==> config.mk <==
export PLATFORM = sky130hd
export DESIGN_NAME = add_button_conditioner
export DESIGN_NICKNAME = d
export VERILOG_FILES = /design/src/rtl/add_button_conditioner.sv
export SDC_FILE = /design/constraint.sdc
export NUM_CORES = 1
export LEC_CHECK = 0
export ABC_AREA = 0
export BUFFER_PORTS_ARGS = -buffer_cell sky130_fd_sc_hd__buf_4
export CORE_UTILIZATION = 55
export CTS_CLUSTER_SIZE = 8
export DETAILED_ROUTE_END_ITERATION = 6
export PLACE_DENSITY_LB_ADDON = 0.15
export SLEW_MARGIN = 20
export SYNTH_ARGS = -nofsm -noshare
export SYNTH_HDL_FRONTEND = slang
export SYNTH_SLANG_ARGS = --single-unit
==> constraint.sdc <==
create_clock -name clk -period 1.9 [get_ports clk]
set_clock_uncertainty 0.15 [all_clocks]
set_input_delay 0.095 -clock clk [delete_from_list [all_inputs] [get_ports clk]]
set_output_delay 0.095 -clock clk [all_outputs]
set_load 0.03 [all_outputs]
==> src/rtl/add_button_conditioner.sv <==
// rtl/add_button_conditioner.sv - synchronise, debounce and pulse-shape an active-low add pushbutton
//
// Conditions a raw active-low pushbutton into one add strobe per accepted press.
// Optional auto-repeat issues further strobes while the button stays held.
//
// Ports:
//   clk           in   system clock, rising edge
//   rst           in   synchronous active-high reset
//   btn_n         in   raw asynchronous pushbutton, 0 = pressed
//   pressed       out  debounced level, high while the press is accepted
//   add_pulse     out  single-cycle add strobe (press or repeat)
//   add_n         out  registered inverse of add_pulse, counter enable (active low)
//   release_pulse out  single-cycle strobe when a release is accepted
module add_button_conditioner #(
    parameter int SYNC_STAGES     = 2,
    parameter int DEBOUNCE_CYCLES = 16,
    parameter int REPEAT_EN       = 0,
    parameter int HOLD_CYCLES     = 1000,
    parameter int REPEAT_CYCLES   = 250
) (
    input  logic clk,
    input  logic rst,
    input  logic btn_n,
    output logic pressed,
    output logic add_pulse,
    output logic add_n,
    output logic release_pulse
);

    // Each counter only has to reach its parameter minus one.
    localparam int DEB_W  = (DEBOUNCE_CYCLES > 1) ? $clog2(DEBOUNCE_CYCLES) : 1;
    localparam int HOLD_W = (HOLD_CYCLES > 1) ? $clog2(HOLD_CYCLES) : 1;
    localparam int REP_W  = (REPEAT_CYCLES > 1) ? $clog2(REPEAT_CYCLES) : 1;

    localparam logic [DEB_W-1:0]  DEB_LAST  = DEB_W'(DEBOUNCE_CYCLES - 1);
    localparam logic [HOLD_W-1:0] HOLD_LAST = HOLD_W'(HOLD_CYCLES - 1);
    localparam logic [REP_W-1:0]  REP_LAST  = REP_W'(REPEAT_CYCLES - 1);

    typedef enum logic [2:0] {
        IDLE,
        ARM,
        HELD,
        REPEAT,
        DISARM
    } state_t;

    state_t                  state;
    logic [SYNC_STAGES-1:0]  sync_ff;
    logic [DEB_W-1:0]        deb_cnt;
    logic [HOLD_W-1:0]       hold_cnt;
    logic [REP_W-1:0]        rep_cnt;
    logic                    btn_s;

    // Synchroniser resets to the released level so a held button after reset
    // is seen as a fresh press.
    always_ff @(posedge clk) begin
        if (rst) begin
            sync_ff <= '1;
        end else begin
            sync_ff <= {sync_ff[SYNC_STAGES-2:0], btn_n};
        end
    end

    assign btn_s = ~sync_ff[SYNC_STAGES-1];

    always_ff @(posedge clk) begin
        if (rst) begin
            state         <= IDLE;
            deb_cnt       <= '0;
            hold_cnt      <= '0;
            rep_cnt       <= '0;
            pressed       <= 1'b0;
            add_pulse     <= 1'b0;
            add_n         <= 1'b1;
            release_pulse <= 1'b0;
        end else begin
            add_pulse     <= 1'b0;
            release_pulse <= 1'b0;
            // One cycle behind add_pulse so the two are never active together.
            add_n         <= ~add_pulse;

            case (state)
                IDLE: begin
                    if (btn_s) begin
                        state   <= ARM;
                        deb_cnt <= DEB_W'(1);
                    end
                end

                ARM: begin
                    if (!btn_s) begin
                        state   <= IDLE;
                        deb_cnt <= '0;
                    end else if (deb_cnt == DEB_LAST) begin
                        state     <= HELD;
                        pressed   <= 1'b1;
                        add_pulse <= 1'b1;
                        deb_cnt   <= '0;
                        hold_cnt  <= '0;
                    end else begin
                        deb_cnt <= deb_cnt + DEB_W'(1);
                    end
                end

                HELD: begin
                    if (!btn_s) begin
                        state    <= DISARM;
                        deb_cnt  <= DEB_W'(1);
                        hold_cnt <= '0;
                    end else if (REPEAT_EN != 0) begin
                        if (hold_cnt == HOLD_LAST) begin
                            state     <= REPEAT;
                            add_pulse <= 1'b1;
                            hold_cnt  <= '0;
                            rep_cnt   <= '0;
                        end else begin
                            hold_cnt <= hold_cnt + HOLD_W'(1);
                        end
                    end
                end

                REPEAT: begin
                    if (!btn_s) begin
                        state   <= DISARM;
                        deb_cnt <= DEB_W'(1);
                        rep_cnt <= '0;
                    end else if (rep_cnt == REP_LAST) begin
                        add_pulse <= 1'b1;
                        rep_cnt   <= '0;
                    end else begin
                        rep_cnt <= rep_cnt + REP_W'(1);
                    end
                end

                DISARM: begin
                    // A return to pressed here is release bounce: resume holding
                    // without a new add strobe.
                    if (btn_s) begin
                        state    <= HELD;
                        deb_cnt  <= '0;
                        hold_cnt <= '0;
                    end else if (deb_cnt == DEB_LAST) begin
                        state         <= IDLE;
                        pressed       <= 1'b0;
                        release_pulse <= 1'b1;
                        deb_cnt       <= '0;
                    end else begin
                        deb_cnt <= deb_cnt + DEB_W'(1);
                    end
                end

                default: begin
                    state    <= IDLE;
                    pressed  <= 1'b0;
                    deb_cnt  <= '0;
                    hold_cnt <= '0;
                    rep_cnt  <= '0;
                end
            endcase
        end
    end

endmodule

==> impl_metrics.tcl <==
set metrics [dict create \
    outcome "complete, no violations" \
    synth_edf_count 0 \
    fp.coreArea_sq_um 1780 \
    met2_length_um 823 \
    finalSetupTns_ps 0 \
    critPathKind "reg -> reg" \
    postCtsSetupBuffers 0 \
    hold_start "add_pulse" \
    layout-drive-gt1-share 0.154 \
    ys_async_sr_fraction 0 \
    regArea_sq_um 420 \
    cts_tree "done" \
    clk-insertion-delay-late_ps 310 \
    cts_buffers 3 \
    numPortBuffers 6 \
    fin_crit_sh 0.905 \
    yosysTopAreaCellShare 0.390 \
    place_inst 148 \
    drv_slew 0 \
    synth_compound_area_frac 0.215 \
    synthToLayoutAreaGrowth_pct 11.9 \
    crit_slowest_cell "a311oi_4" \
    critPathMaxStageDelay_ps 430 \
    fin_nets 137 \
    synth-seq-cells 21 \
    netlist_area_sq_um 1080 \
    cp-end-kind "register" \
    crit_required_ps 2000 \
    die_area_sq_um 2140 \
    synth_area_leaders "dfxtp_1 (39%), nand2b_1 (4.6%), nor2_1 (4.5%)" \
    cp.arrival_ps 1810 \
    grt_pass1_vias 752 \
    synth_warnings 0 \
    worstPathMaxFanout 8 \
    grt-ovfl-total 0 \
    synth_nets 126 \
    fin_cells 155 \
    setup_slack_ps 181 \
    rr_startpoint "rep_cnt[1]" \
    vias_per_cell 5.78 \
    antenna_cells 0 \
    dr_wl_met3_um 42 \
    dr.pass1.iters 4 \
    synth_xor_xnor_area_share 0.0162 \
    max_freq_mhz 582 \
    num_rows 15 \
    mostFrequentLayoutCells "dfxtp_1 (21), nor2_1 (13), nand2b_1 (8), buf_4 (8)" \
    ios 7 \
    die_h_um 46.3 \
    multi_input_area_sq_um 627 \
    clk_pin_slew_ps 120 \
    synth_top_area_cell "dfxtp_1" \
    total_power_mw 0.698 \
    synthMuxAreaShare 0.0302 \
    synth_top_family_by_area "simple AND/OR/NAND/NOR gates" \
    routed_wl_um 1950 \
    grt_max_degree 18 \
    ant_nets 0 \
    critPathLaunch "rep_cnt[1]" \
    maxSlewHeadroom 0.747 \
    setup-violations-final 0 \
    p_leak_nw 0.441 \
    layout_min_cycle_time_ps 1720 \
    start_util 0.605 \
    clk_path_buf_depth 2 \
    first_iter_violations 20 \
    synth_cell_type_count 46 \
    clock-sinks 21 \
    dp_slack_ps 195 \
    grt_pass1_wl_um 3220 \
    synthAdderAreaFrac 0.0441 \
    rsz0062_at_grt "false" \
    postSynthAreaPerCell_sq_um 8.99 \
    maxCapViolations 0 \
    die_w_um 46.3 \
    yosysSeqAreaShare 0.390 \
    hp-class "reg -> reg" \
    wl_per_cell_um 12.6 \
    top_layer "met4" \
    fillers 144 \
    track_usage 0.212 \
    hpwl_um 1410 \
    crit_buf_inv 1 \
    worstSetupStartpointType "register" \
    irDropWorstVdd_v 0.000434 \
    routedLengthMet1_um 1030 \
    tightest_slew_ps 380 \
    synthFlopType "dfxtp_1" \
    synth_simple_gate_area_share 0.276 \
    finalHoldViolations 0 \
    htreeDepth 1 \
    netlist_instances 120 \
    gp_congestion 0.820 \
    p_per_area_nw_per_um2 578 \
    path_delay_family "compound AO/OA/AOI/OAI gates" \
    drc 0 \
    antenna_found_initial 0 \
    num_vias 896 \
    root_buffer "clkbuf_4" \
    crit_chain "inv_1, ha_1, nor2b_1, a311oi_4, o21ai_1, a31oi_1" \
    layout_commonest_cell "dfxtp_1" \
]
-- power by group --
part           switching [mW]  internal (mW)
clock network           0.138         0.0788
registers             0.00587          0.444
logic                  0.0156         0.0168
-- Yosys cell counts, types with 2 or more instances --
library cell and count:
a21oi_1 7, mux2_2 2, and3_1 2, ha_1 3, nor3b_1 2, nor2_1 13, nand2_1 5, dfxtp_1 21
o21ai_0 4, or2_2 2, a31oi_1 5, clkbuf_1 4, nand3_1 7, inv_1 3, nand2b_1 8, a22o_1 2
-- kinds of logic after synthesis --
group | after synthesis
flip-flops | 21
AND/OR/NAND/NOR | 51
multiplexers | 3
AO/OA/AOI/OAI | 31
XOR/XNOR | 2
adder cells (fa/ha/maj) | 4
buffers and inverters | 8
-- area by class of cell --
class | count | share of cell area
clock buffer | 3 | 0.0187
clock inverter | 1 | 0.00415
inverter | 3 | 0.00933
multi-input combinational | 91 | 0.519
sequential | 21 | 0.348
tap | 25 | 0.0259
timing repair buffer | 11 | 0.0746
-- path summary, 6_finish.rpt --
check,end,slack [ps],cells after the start
max,rep_cnt[7],180,6
min,add_n,260,1
max reg2reg,rep_cnt[7],180,6
min reg2reg,add_n,260,1
-- metrics by stage --
| step | instance area, sq um | utilization | hold slack, ps |
|---|---|---|---|
| finish | 1210 | 0.677 | 262 |
| CTS | 1210 | 0.677 | 270 |
| global placement | 1150 | 0.645 | 132 |
| global route | 1210 | 0.677 | 271 |
| floorplan | 1080 | - | 48.8 |
| detailed placement | 1150 | 0.645 | 136 |
-- routing by layer --
| layer | vias to the layer above | track usage |
|---|---|---|
| li1 | 460 | - |
| met1 | 417 | 0.310 |
| met2 | 14 | 0.287 |
| met3 | 5 | 0.0353 |
| met4 | 0 | 0.124 |
| met5 | - | 0 |
-- registers in the layout, indices dropped and copies added (netlist names) --
name,flops
add_n,1
add_pulse,1
deb_cnt,4
pressed,1
release_pulse,1
rep_cnt,8
state,3
sync_ff,2
-- repair_timing --
action,in CTS,in global routing
hold endpoints to repair,8,0
hold buffers,3,0
resized for setup,0,0
Power figures use the tool's default switching activity.
